==> config.mk <==
export PLATFORM = sky130hd
export DESIGN_NAME = mem_arbiter_nch
export DESIGN_NICKNAME = d
export VERILOG_FILES = /design/src/rtl/mem_arbiter_nch.sv
export SDC_FILE = /design/constraint.sdc
export NUM_CORES = 1
export LEC_CHECK = 0
export BUFFER_PORTS_ARGS = -buffer_cell sky130_fd_sc_hd__buf_2
export CORE_MARGIN = 2
export CORE_UTILIZATION = 56
export CTS_BUF_LIST = sky130_fd_sc_hd__clkbuf_8
export DETAILED_ROUTE_END_ITERATION = 7
export GPL_TIMING_DRIVEN = 0
export PLACE_DENSITY = 0.92
export SYNTH_ARGS = -nofsm -noshare
export SYNTH_HDL_FRONTEND = slang
export SYNTH_SLANG_ARGS = --single-unit
==> constraint.sdc <==
create_clock -name clk_in -period 7.16 [get_ports clk_in]
set_input_delay 1.074 -clock clk_in [delete_from_list [all_inputs] [get_ports clk_in]]
set_output_delay 1.074 -clock clk_in [all_outputs]
set_load 0.005 [all_outputs]
==> src/rtl/mem_arbiter_nch.sv <==
// NUM_CH-channel arbiter onto a byte-serial RAM/IO bus (8-bit data, 1-cycle read latency).
// Define ARB_RR_EN for round-robin arbitration; otherwise fixed priority (lowest channel wins).
module mem_arbiter_nch #(
    parameter int unsigned NUM_CH    = 2,
    parameter int unsigned ADDR_W    = 32,
    parameter int unsigned MAX_BYTES = 4
) (
    input  logic                     clk_in,
    input  logic                     rst_n_in,
    input  logic                     rdy_in,
    input  logic                     io_buffer_full,
    input  logic [NUM_CH-1:0]        ch_req,
    input  logic [NUM_CH-1:0]        ch_we,
    input  logic [NUM_CH*ADDR_W-1:0] ch_addr,
    input  logic [NUM_CH*32-1:0]     ch_wdata,
    input  logic [NUM_CH*3-1:0]      ch_len,
    input  logic [NUM_CH-1:0]        ch_kill,
    output logic [NUM_CH-1:0]        ch_done,
    output logic [31:0]              ch_rdata,
    input  logic [7:0]               mem_din,
    output logic [7:0]               mem_dout,
    output logic [ADDR_W-1:0]        mem_a,
    output logic                     mem_wr
);
    localparam int unsigned CH_W = (NUM_CH > 1) ? $clog2(NUM_CH) : 1;
    localparam int unsigned K_W  = 3;

    typedef enum logic [1:0] {S_IDLE, S_XFER, S_TAIL, S_DONE} state_t;

    state_t              state, state_d;
    logic [K_W-1:0]      k, k_d, n_len, n_len_d, cap_idx, cap_idx_d;
    logic [CH_W-1:0]     gnt, gnt_d, gnt_sel;
    logic [ADDR_W-1:0]   base, base_d, addr_d, mem_a_d;
    logic                we_q, we_d, cap_valid, cap_valid_d, mem_wr_d;
    logic [31:0]         wdata_q, wdata_d, rbuf, rbuf_d, rdata_cap, ch_rdata_d;
    logic [7:0]          mem_dout_d;
    logic [NUM_CH-1:0]   ch_done_d;
    logic [K_W-1:0]      sel_len, sel_n;
    logic [5:0]          cap_sh;
    logic                req_any, grant, kill_hit, issued, last_k, busy_d;
    int unsigned         rr_idx;

`ifdef ARB_RR_EN
    logic [CH_W-1:0]     rr_ptr;
`endif

    // Winner selection: the last loop hit is the highest-priority requester.
    always_comb begin
        gnt_sel = '0;
        rr_idx  = 0;
        req_any = |ch_req;
`ifdef ARB_RR_EN
        for (int unsigned i = NUM_CH; i > 0; i--) begin
            rr_idx = (32'(rr_ptr) + i - 1) % NUM_CH;
            if (ch_req[CH_W'(rr_idx)]) gnt_sel = CH_W'(rr_idx);
        end
`else
        for (int unsigned i = NUM_CH; i > 0; i--) begin
            if (ch_req[CH_W'(i - 1)]) gnt_sel = CH_W'(i - 1);
        end
`endif
        sel_len = ch_len[gnt_sel*3 +: 3];
        if (sel_len == 3'd0)                   sel_n = 3'd1;
        else if (sel_len > K_W'(MAX_BYTES))    sel_n = K_W'(MAX_BYTES);
        else                                   sel_n = sel_len;
    end

    assign kill_hit = ch_kill[gnt] && !we_q;
    // A write byte counts as issued only if its strobe actually reached the bus.
    assign issued   = !we_q || mem_wr;
    assign last_k   = (k == n_len - 3'd1);
    assign grant    = rdy_in && (state == S_IDLE) && req_any;

    always_ff @(posedge clk_in or negedge rst_n_in) begin
        if (!rst_n_in) state <= S_IDLE;
        else           state <= state_d;
    end

    always_comb begin
        state_d = state;
        if (rdy_in) begin
            case (state)
                S_IDLE: if (req_any) state_d = S_XFER;
                S_XFER: begin
                    if (kill_hit)                state_d = S_IDLE;
                    else if (issued && last_k)   state_d = we_q ? S_DONE : S_TAIL;
                end
                S_TAIL:  state_d = kill_hit ? S_IDLE : S_DONE;
                S_DONE:  state_d = S_IDLE;
                default: state_d = S_IDLE;
            endcase
        end
    end

    always_comb begin
        gnt_d   = grant ? gnt_sel : gnt;
        base_d  = grant ? ch_addr[gnt_sel*ADDR_W +: ADDR_W] : base;
        we_d    = grant ? ch_we[gnt_sel] : we_q;
        wdata_d = grant ? ch_wdata[gnt_sel*32 +: 32] : wdata_q;
        n_len_d = grant ? sel_n : n_len;

        k_d = k;
        if (grant)
            k_d = '0;
        else if (rdy_in && state == S_XFER && issued && !last_k)
            k_d = k + 3'd1;

        busy_d = (state_d == S_XFER) || (state_d == S_TAIL);
        addr_d = base_d + ADDR_W'(k_d);

        // Byte returned this cycle belongs to the index driven last cycle.
        cap_sh      = {cap_idx, 3'b000};
        rdata_cap   = (rbuf & ~(32'hFF << cap_sh)) | (32'(mem_din) << cap_sh);
        cap_valid_d = (state == S_XFER) || (state == S_TAIL);
        cap_idx_d   = k;
        rbuf_d      = rbuf;
        if (grant)
            rbuf_d = '0;
        else if (cap_valid && ((state == S_XFER) || (state == S_TAIL)))
            rbuf_d = rdata_cap;

        mem_a_d    = mem_a;
        mem_dout_d = mem_dout;
        mem_wr_d   = 1'b0;
        ch_done_d  = '0;
        ch_rdata_d = ch_rdata;
        if (rdy_in) begin
            mem_a_d    = busy_d ? addr_d : '0;
            mem_dout_d = (state_d == S_XFER && we_d) ? 8'(wdata_d >> {k_d, 3'b000}) : 8'd0;
            // IO-region write held off while the UART buffer is full.
            mem_wr_d   = (state_d == S_XFER) && we_d && !((addr_d[17:16] == 2'b11) && io_buffer_full);
            if (state_d == S_DONE && state != S_DONE) ch_done_d = NUM_CH'(1) << gnt_d;
            if (state == S_TAIL && state_d == S_DONE) ch_rdata_d = rdata_cap;
        end
    end

    always_ff @(posedge clk_in or negedge rst_n_in) begin
        if (!rst_n_in) begin
            k         <= '0;
            n_len     <= 3'd1;
            gnt       <= '0;
            base      <= '0;
            we_q      <= 1'b0;
            wdata_q   <= '0;
            rbuf      <= '0;
            cap_valid <= 1'b0;
            cap_idx   <= '0;
            mem_a     <= '0;
            mem_dout  <= '0;
            mem_wr    <= 1'b0;
            ch_done   <= '0;
            ch_rdata  <= '0;
        end else begin
            k         <= k_d;
            n_len     <= n_len_d;
            gnt       <= gnt_d;
            base      <= base_d;
            we_q      <= we_d;
            wdata_q   <= wdata_d;
            rbuf      <= rbuf_d;
            cap_valid <= cap_valid_d;
            cap_idx   <= cap_idx_d;
            mem_a     <= mem_a_d;
            mem_dout  <= mem_dout_d;
            mem_wr    <= mem_wr_d;
            ch_done   <= ch_done_d;
            ch_rdata  <= ch_rdata_d;
        end
    end

`ifdef ARB_RR_EN
    // Next search starts just past the channel granted last.
    always_ff @(posedge clk_in or negedge rst_n_in) begin
        if (!rst_n_in)
            rr_ptr <= '0;
        else if (grant)
            rr_ptr <= (gnt_sel == CH_W'(NUM_CH - 1)) ? '0 : gnt_sel + CH_W'(1);
    end
`endif

endmodule
==> results by group, run 1 <==
Run status
  • Status: complete, no violations

Yosys
  • Synth top area cells: dfrtp_1 49%, nand2_1 7.6%, mux2i_1 6.1%, nor2_1 4.4%, a31oi_1 3.6%
  • Syn Inst Count: 985
  • EDFF count, synth: 0
  • Register bit total from synthesis: 185
  • Yosys warnings: 0
  • Syn Nets: approximately 1200
  • Top FF cell, synth: dfrtp_1
  • Cell variety after synth: 68
  • Syn_area_per_cell: 9.463 um2
  • Top-area cell type share of the netlist area: 0.4940
  • Sequential-to-total area share from yosys stat: 0.4968
  • Post-synth top area cell: dfrtp_1
  • Netlist Area Pre-Place: roughly 9300 um2
  • Post-synth ARST share: 1.000

Floorplanning
  • Die X: between 100 and 150 um
  • Core Area: ~16000 um2
  • Initial core utilization: 0.5681
  • IO Count: 227
  • Die Ht: between 100 and 150 um
  • Row cnt: 47
  • Die area: 17690 um2

Placed design
  • Detail Placement HPWL: 20.69 mm
  • Worst slack, placed: 0.2995 ns
  • Port Buffer Count: 217
  • GPL Wtd Cong: 0.9493

Worst setup path
  • Crit path kind: flop to flop
  • Critical Path AT: approximately 7 ns
  • CP required: 7.57 ns
  • Critical path peak fanout: 10
  • Worst r2r src: state[0]
  • Type of destination of the critical path: flop
  • Crit. Startpoint: state[0]
  • Critical Path Start Type: flop

Clock network
  • Worst skew pair latency: 0.48 ns
  • TritonCTS clock tree: done
  • H-tree Lvls: 4
  • Sink Count: 185
  • Clk root buf: clkbuf_8
  • TritonCTS buffer count: 17
  • Max Root-Sink Buffers: 2
  • Clock Pin Slew Worst Setup and Hold Paths: 0.10 ns

Min path
  • Hold Startpoint: cap_idx_d[1]
  • Hold WC Path Type: flop to flop

Timing
  • Worst slew pin tran: 1.291 ns
  • Worst Skew: 0.01842 ns
  • Final worst slack: 0.6136 ns
  • Hold Vio Cnt, Final: 0
  • Max Fclk: 152.8 MHz
  • Tcrit/Tclk final: 0.9143
  • Min cycle time layout: 6.546 ns
  • Rel. slew slack: 0.1393
  • Setup TNS: 0 ns
  • Unrepaired setup endpoints after global routing: no
  • Hold_ws: 0.4319 ns
  • Slew Limit Fails: 0
  • Setup-failing EPs final: 0

Power and ir drop
  • Seq pwr share: 0.386
  • Cell internal pwr: approximately 2.7 mW
  • VDD IR max: 213.9 uV
  • Net switching power figure: roughly 1.8 mW
  • Clock Power Share: 0.173
  • Combinational Power Share: 0.442
  • Sw Ratio: 0.4067
  • LEAKAGE: around 5.3 nW
  • Pwr/cell area: 402.1 nW/um2

Global route
  • First-pass GRT wire length: 44.59 mm
  • Vias in the first global route: about 8600
  • Largest net degree at the start of global routing: 124
  • Gr ovfl total: 0
  • Total global-route track usage: 0.3241
  • Initial antenna violation count: 2

Route
  • DRT Pass-1 Iters: 6
  • Wire per inst: 19.28 um
  • Initial DRC Count: 731
  • Routed Antenna Nets: 0
  • Detailed Route WL: 28.07 mm
  • Vias/cell: 6.049
  • DR DRC count: 0
  • Via count: 8807

Finish
  • Commonest cells after routing, fill and taps aside: 225 x buf_2, 189 x nand2_1, 184 x dfrtp_1, 109 x nor2_1, 57 x mux2i_1
  • Final-stage net count: 1387
  • Share of cells above drive strength 1: 0.2324
  • Most common cell after layout, fill and taps aside: buf_2
  • Area growth from synthesis to layout: 19.83%

Run
  • Max-cap violations: 0
-- repair_timing --
action                     4_1_cts  5_1_grt
setup endpoints to repair        0        1
gates resized for setup          0        2
setup buffers                    0        0
hold buffers                     0        0
-- final timing paths --
kind	end	slack [ns]	depth (start not counted)
setup / recovery	mem_a[24]	0.61	20
hold / removal	cap_idx[1]	0.43	0
setup reg to reg	mem_a[24]	0.61	20
hold reg to reg	cap_idx[1]	0.43	0
max in group asynchronous	mem_a[9]	5.68	2
min in group asynchronous	ch_rdata[29]	0.52	1
-- cells by family after synthesis --
logic type | Yosys count | share of synthesized area
multiplexers | 66 | 0.08174
buffers and inverters | 93 | 0.03987
adder cells (fa/ha/maj) | 13 | 0.01825
flip-flops | 185 | 0.4968
AND/OR/NAND/NOR | 405 | 0.1962
AO/OA/AOI/OAI | 202 | 0.1458
XOR/XNOR | 21 | 0.02134
-- synth_stat cells, types with 17 or more instances --
| cell | n |
|---|---|
| mux2i_1 | 57 |
| buf_1 | 21 |
| nand3_1 | 25 |
| nand2_1 | 189 |
| o21ai_0 | 47 |
| nor2_1 | 110 |
| clkbuf_1 | 37 |
| a22o_1 | 17 |
| a21oi_1 | 27 |
| inv_1 | 22 |
| dfrtp_1 | 184 |
| a31oi_1 | 53 |
-- layer usage --
layer / share of wire / vias up / track usage
li1: - / 3938 / -
met1: 0.39 / 4237 / 0.4200
met2: 0.48 / 546 / 0.5337
met3: 0.099 / 84 / 0.07548
met4: 0.031 / 2 / 0.1225
met5: 0.00046 / - / 0
-- power groups by stage --
stage,sequential [mW],combinational (mW),clock (mW)
6_report,1.73,1.98,0.775
5_1_grt,1.77,2.18,0.825
4_1_cts,1.72,1.96,0.778
3_5_place_dp,1.74,1.93,0
3_3_place_gp,1.72,1.87,0
2_1_floorplan,1.69,1.30,0
-- through the flow --
stage / power, mW / util / std cells / cell area [um2]
2_1_floorplan: 2.993 / - / 985 / 9321
3_3_place_gp: 3.589 / 0.6511 / 1422 / 10680
3_5_place_dp: 3.675 / 0.6534 / 1423 / 10720
4_1_cts: 4.458 / 0.6804 / 1455 / 11160
5_1_grt: 4.778 / 0.6808 / 1456 / 11170
6_report: 4.492 / 0.6808 / 1456 / 11170
-- sequential cells by signal, indices dropped and copies added (netlist names), 8 cells and up --
name / cells
mem_a: 32
base: 32
mem_dout: 8
rbuf: 32
ch_rdata: 32
wdata_q: 32
-- worst max-delay path, stage by stage, from the launching register on --
cell      delay [ns]
dfrtp_1         0.45
inv_1           0.14
ha_1            0.15
buf_2           0.20
o211a_1         0.30
clkbuf_1        0.45
clkbuf_2        0.38
buf_2           0.30
buf_1           0.47
buf_1           0.48
clkbuf_1        0.43
nor2_1          0.14
ha_1            0.36
nor2b_1         0.24
or2_2           0.18
o221ai_2        0.11
or4_1           0.47
buf_2           0.20
or3_4           0.44
or4b_1          0.49
nand3_1         0.10
-- final cells by class --
class                      count  area [um2]
clock inverter                15       209.0
clock buffer                  17       234.0
buffer                        70       286.5
inverter                      23       86.33
sequential                   185        4631
fill                        1268        5238
antenna                        1       2.502
timing repair buffer         218        1124
multi-input combinational    707        4322
tap                          220       275.3
Note: power is estimated with default switching activity, not from simulation.
==> inputs of run 2 (changes only) <==
--- a/config.mk
+++ b/config.mk
@@ -7,11 +7,11 @@
 export LEC_CHECK = 0
 export BUFFER_PORTS_ARGS = -buffer_cell sky130_fd_sc_hd__buf_2
 export CORE_MARGIN = 2
-export CORE_UTILIZATION = 56
+export CORE_UTILIZATION = 60
 export CTS_BUF_LIST = sky130_fd_sc_hd__clkbuf_8
 export DETAILED_ROUTE_END_ITERATION = 7
 export GPL_TIMING_DRIVEN = 0
-export PLACE_DENSITY = 0.92
+export PLACE_DENSITY = 0.88
 export SYNTH_ARGS = -nofsm -noshare
 export SYNTH_HDL_FRONTEND = slang
 export SYNTH_SLANG_ARGS = --single-unit
==> constraint.sdc (replaced) <==
create_clock -name clk_in -period 8.1 [get_ports clk_in]
set_input_delay 1.215 -clock clk_in [delete_from_list [all_inputs] [get_ports clk_in]]
set_output_delay 1.215 -clock clk_in [all_outputs]
set_load 0.005 [all_outputs]
==> run 2 against run 1 <==
Against the previous run:
- global-route usage increased by 1.4 points
- setup slack improved by 0.81 ns
- non-clock buffer count unchanged
- critical path depth unchanged
- wire length decreased by 3.4%
- highest routed layer unchanged
==> results by group, run 2 (synthesis results as in run 1) <==
Min path
  • WHS Path Cells: 0
  • Hold WC Path Type: flop to flop
  • Hold Startpoint: cap_idx_d[1]

Clock network
  • H-tree Lvls: 4
  • TritonCTS clock tree: done
  • TritonCTS buffer count: 17
  • Post-CTS resize count: 0
  • CTS Hold Buffers Added: 0
  • Clk root buf: clkbuf_8
  • Post CTS Setup Buffer Count: 0
  • Max Root-Sink Buffers: 2
  • Worst skew pair latency: 0.50 ns
  • Clock Pin Slew Worst Setup and Hold Paths: 0.11 ns
  • Sink Count: 185

Timing
  • Setup TNS: 0 ns
  • Worst Skew: 0.02415 ns
  • Rel. slew slack: 0.1798
  • Min cycle time layout: ~6.7 ns
  • Tcrit/Tclk final: 0.8245
  • Max Fclk: 149.7 MHz
  • Slew Limit Fails: 0
  • Hold Vio Cnt, Final: 0
  • Unrepaired setup endpoints after global routing: no
  • Worst slew pin tran: 1.226 ns
  • Setup-failing EPs final: 0
  • Hold_ws: 0.4213 ns

Run status
  • Status: complete, no violations

Route
  • Initial DRC Count: 771
  • Detailed Route WL: 27.12 mm
  • DR DRC count: 0
  • Via count: between 8000 and 9000
  • DRT Pass-1 Iters: 6
  • Routed Antenna Nets: 0
  • Wire per inst: roughly 19 um
  • Vias/cell: 6.087

Worst setup path
  • Critical Path AT: approximately 7.1 ns
  • Worst r2r path cells: 20
  • Critical path peak fanout: 10
  • Worst r2r src: state[1]
  • Type of destination of the critical path: flop
  • Critical Path Start Type: flop
  • Worst path slowest cell: clkbuf_1
  • Crit path kind: flop to flop
  • CP Cell Sequence: inv_1 -> ha_1 -> buf_2 -> o211a_1 -> clkbuf_1 -> clkbuf_1 -> buf_2 -> buf_1 -> buf_1 -> clkbuf_1 -> nor2_1 -> ha_1 -> nor2b_1 -> or2_2 -> o221ai_2 -> or4_1 -> buf_2 -> or3_4 -> or4b_1 -> nand3_1
  • CP max stage delay: 0.50 ns
  • Crit. Startpoint: state[1]
  • CP required: ~8.5 ns

Finish
  • Share of cells above drive strength 1: 0.2308
  • Final Non-Filler Cells: 1424
  • Area of the multi-input gates: 4319 um2
  • Commonest cells after routing, fill and taps aside: 225 x buf_2, 189 x nand2_1, 184 x dfrtp_1, 110 x nor2_1, 57 x mux2i_1
  • Most common cell after layout, fill and taps aside: buf_2
  • Area growth from synthesis to layout: 18.67%
  • Reg area: 4631 um2
  • Final-stage net count: 1387
  • Final core occ: 0.7277
  • Layout fillers: 1158

Floorplanning
  • Die X: 128.6 um
  • IO Count: 227
  • Core Area: ~15000 um2
  • Row cnt: 45
  • Initial core utilization: 0.6132
  • Die area: 16550 um2
  • Die Ht: 128.6 um

Power and ir drop
  • VDD IR max: ~180 uV
  • Pwr/cell area: 349.4 nW/um2
  • LEAKAGE: 5.281 nW
  • Power Total: slightly below 4 mW

Global route
  • First-pass GRT wire length: about 43 mm
  • Total global-route track usage: 0.3381
  • Initial antenna violation count: 1
  • Largest net degree at the start of global routing: ~120
  • Vias in the first global route: between 8000 and 9000
  • Gr ovfl total: 0

Run
  • Max-cap violations: 0

Placed design
  • Port Buffer Count: 217
  • Cells after DPL: 1391
  • Detail Placement HPWL: 20.18 mm
  • GPL Wtd Cong: roughly 0.96
-- run 2: changes by cell type in the layout (fill, tap and decap cells not counted) --
cell,previous run,this run
nor2_1,109,110
nor2_2,1,0
clkbuf_1,36,37
clkbuf_2,1,0
clkinvlp_4,1,3
clkbuf_8,17,18
inv_6,5,4
bufinv_16,3,0
inv_8,2,4
clkinv_8,2,1
-- run 2: report_power, final --
part | total (mW) | internal [mW] | switching, mW
registers | 1.53 | 1.32 | 0.208
clock network | 0.608 | 0.234 | 0.374
logic | 1.73 | 0.719 | 1.01
-- run 2: metrics by stage --
stage          worst slack (ns)  area [um2]
2_1_floorplan             2.415        9321
3_3_place_gp              1.240       10640
3_5_place_dp              1.130       10680
4_1_cts                   1.496       11060
5_1_grt                   1.048       11060
6_report                  1.421       11060
-- run 2: layer usage --
metal  wire length, um  GRT usage
met1             10720     0.4514
met2             12870     0.5419
met3              2689    0.08025
met4               818     0.1304
met5                13          0
-- run 2: worst max-delay path, delay by kind of cell, from the launching register on --
kind | cells | cell delay, ns
adder cells (fa/ha/maj) | 2 | 0.53
buffers and inverters | 9 | 3.16
AND/OR/NAND/NOR | 7 | 2.04
flip-flops | 1 | 0.46
AO/OA/AOI/OAI | 2 | 0.41
-- run 2: path summary, 6_finish.rpt --
path	to	slack, ns
min	cap_idx[1]	0.42
max in group asynchronous	base[0]	6.48
min in group asynchronous	ch_rdata[30]	0.64
min reg2reg	cap_idx[1]	0.42
max reg2reg	mem_a[24]	1.42
max	mem_a[24]	1.42
-- run 2: layout make-up --
type / instances / share of cell area
plain buffers: 70 / 0.02579
flip-flops and latches: 185 / 0.4186
well taps: 188 / 0.02126
inverters: 23 / 0.007805
diodes: 1 / 0.0002262
clock buffers: 18 / 0.02240
multi-input cells: 707 / 0.3905
repair buffers: 218 / 0.1016
clock inverters: 14 / 0.01188
==> inputs of run 3 (changes only) <==
--- a/config.mk
+++ b/config.mk
@@ -7,11 +7,11 @@
 export LEC_CHECK = 0
 export BUFFER_PORTS_ARGS = -buffer_cell sky130_fd_sc_hd__buf_2
 export CORE_MARGIN = 2
-export CORE_UTILIZATION = 60
+export CORE_UTILIZATION = 56
 export CTS_BUF_LIST = sky130_fd_sc_hd__clkbuf_8
 export DETAILED_ROUTE_END_ITERATION = 7
 export GPL_TIMING_DRIVEN = 0
-export PLACE_DENSITY = 0.88
+export PLACE_DENSITY = 0.83
 export SYNTH_ARGS = -nofsm -noshare
 export SYNTH_HDL_FRONTEND = slang
 export SYNTH_SLANG_ARGS = --single-unit
==> constraint.sdc (replaced) <==
create_clock -name clk_in -period 6.5 [get_ports clk_in]
set_input_delay 0.975 -clock clk_in [delete_from_list [all_inputs] [get_ports clk_in]]
set_output_delay 0.975 -clock clk_in [all_outputs]
set_load 0.005 [all_outputs]
==> run 3 against run 2 <==
Against the previous run:
- combinational power is 25% higher
- sequential share of layout area is 0.39 points lower
- sequential power is 25% higher
- core utilization is 4.7 points lower
- first-iteration DRC count is 12% higher
- via count is 0.50% lower
- critical endpoint unchanged
- critical path depth is 2 lower
==> results by group, run 3 (synthesis results as in run 1) <==
Route
  • Routed wl met2: 12.99 mm
  • Routed wire length on met3: 2.435 mm
  • Initial DRC Count: ~860
  • Via count: 8625
  • Vias/cell: 5.916
  • Routed Antenna Nets: 0
  • Top Metal Used: met4
  • Wire length on met1: 11.05 mm
  • Wire per inst: about 19 um
  • Detailed Route WL: 27.35 mm
  • DRT Pass-1 Iters: 6
  • DR DRC count: 0

Clock network
  • TritonCTS clock tree: done
  • H-tree Lvls: 4
  • TritonCTS buffer count: 17
  • Clock Pin Slew Worst Setup and Hold Paths: 0.10 ns
  • Worst skew pair latency: approximately 0.47 ns
  • Max Root-Sink Buffers: 2
  • CTS Hold Buffers Added: 0
  • Clk root buf: clkbuf_8
  • Sink Count: 185

Power and ir drop
  • Sw Ratio: 0.4040
  • Combinational Power Share: 0.439
  • Cell internal pwr: 2.935 mW
  • Net switching power figure: 1.989 mW
  • Pwr/cell area: 440.9 nW/um2
  • Clock Power Share: 0.174
  • LEAKAGE: 5.323 nW
  • VDD IR max: 271.4 uV
  • Seq pwr share: 0.388
  • Power Total: a little under 5 mW

Floorplanning
  • Die Ht: 133.0 um
  • Initial core utilization: 0.5681
  • Die area: between 15000 and 20000 um2
  • Row cnt: 47
  • Core Area: 16410 um2
  • IO Count: 227
  • Die X: ~130 um

Timing
  • Max Fclk: 163.0 MHz
  • Worst slew pin tran: 1.294 ns
  • Worst Skew: between 0.015 and 0.02 ns
  • Hold Vio Cnt, Final: 0
  • Setup TNS: 0 ns
  • Tcrit/Tclk final: 0.9440
  • Rel. slew slack: 0.1340
  • Hold_ws: 0.4332 ns
  • Setup-failing EPs final: 0
  • Slew Limit Fails: 0
  • Min cycle time layout: slightly above 6 ns

Finish
  • Final-stage net count: 1386
  • Area growth from synthesis to layout: 19.80%
  • Final Non-Filler Cells: 1458
  • Most common cell after layout, fill and taps aside: buf_2
  • Commonest cells after routing, fill and taps aside: 225 x buf_2, 189 x nand2_1, 184 x dfrtp_1, 110 x nor2_1, 57 x mux2i_1
  • Finished Cell Area: 11170 um2
  • Share of cells above drive strength 1: 0.2342

Worst setup path
  • Buf+Inv Stages, Crit Path: 7
  • Type of destination of the critical path: flop
  • Critical Path AT: 6.55 ns
  • CP max stage delay: 1.07 ns
  • CP required: 6.91 ns
  • Crit path kind: flop to flop
  • Critical path peak fanout: 15
  • Worst path slowest cell: a21oi_1
  • Top Family by Delay on Critical Path: simple AND/OR/NAND/NOR gates
  • Crit-path most repeated cell: buf_2
  • Critical Path Start Type: flop
  • CP Cell Sequence: inv_1 -> ha_1 -> buf_2 -> o211a_1 -> clkbuf_2 -> buf_2 -> buf_1 -> a21oi_1 -> inv_1 -> fa_1 -> nor2b_1 -> or2_2 -> o221ai_2 -> or4_1 -> buf_2 -> or3_4 -> or4b_1 -> nand3_1

Placed design
  • Port Buffer Count: between 200 and 250
  • Cells after DPL: 1423
  • GPL Wtd Cong: 1.046
  • Detail Placement HPWL: 20.22 mm
  • Post-DP Area: 10720 um2

Global route
  • Gr ovfl total: 0
  • Initial antenna violation count: 6
  • Largest net degree at the start of global routing: 95
  • Vias in the first global route: 8583
  • Total global-route track usage: 0.3185
  • First-pass GRT wire length: 43.70 mm

Min path
  • Hold WC Path Type: flop to flop

Run status
  • Status: complete, no violations

Run
  • Max-cap violations: 0
run 3: final timing paths:
check	start	to	slack (ns)	depth (start not counted)
worst min-delay path	cap_idx_d[2]	cap_idx[2]	0.43	0
min in group asynchronous	rst_n_in	ch_rdata[30]	0.50	1
worst max-delay path	state[0]	mem_a[24]	0.36	18
worst min register to register	cap_idx_d[2]	cap_idx[2]	0.43	0
max in group asynchronous	rst_n_in	mem_a[6]	5.09	2
worst max register to register	state[0]	mem_a[24]	0.36	18
run 3: metal layers:
metal  vias to the layer above  track usage
met4                         0       0.1446
li1                       3943            -
met1                      4135       0.4185
met2                       479       0.5107
met3                        68      0.06858
met5                         -            0
run 3: layout make-up:
class / instances / area (um2)
Antenna cell: 4 / 10.01
Buffer: 69 / 285.3
Clock buffer: 17 / 234.0
Clock inverter: 15 / 202.7
Fill cell: 1309 / 5240
Inverter: 23 / 86.33
Multi-Input combinational cell: 707 / 4319
Sequential cell: 185 / 4631
Tap cell: 220 / 275.3
Timing Repair Buffer: 218 / 1124
run 3: what timing repair did:
action	CTS	global route
gates cloned	0	0
pin swaps	0	0
setup endpoints to repair	4	12
gates resized for setup	1	3
setup buffers	0	0
run 3: through the flow:
step / setup WS, ns / utilization
6_report: 0.3637 / 0.6806
5_1_grt: -0.02379 / 0.6805
4_1_cts: 0.005911 / 0.6801
3_5_place_dp: -0.2903 / 0.6534
3_3_place_gp: -0.2391 / 0.6511
2_1_floorplan: 1.055 / -
run 3: power by group through the flow:
stage | sequential, mW | clock [mW] | combinational, mW
final | 1.91 | 0.856 | 2.16
after global routing | 1.95 | 0.910 | 2.39
after CTS | 1.90 | 0.862 | 2.14
after detailed placement | 1.91 | 0 | 2.12
after global placement | 1.90 | 0 | 2.06
after floorplan | 1.87 | 0 | 1.43
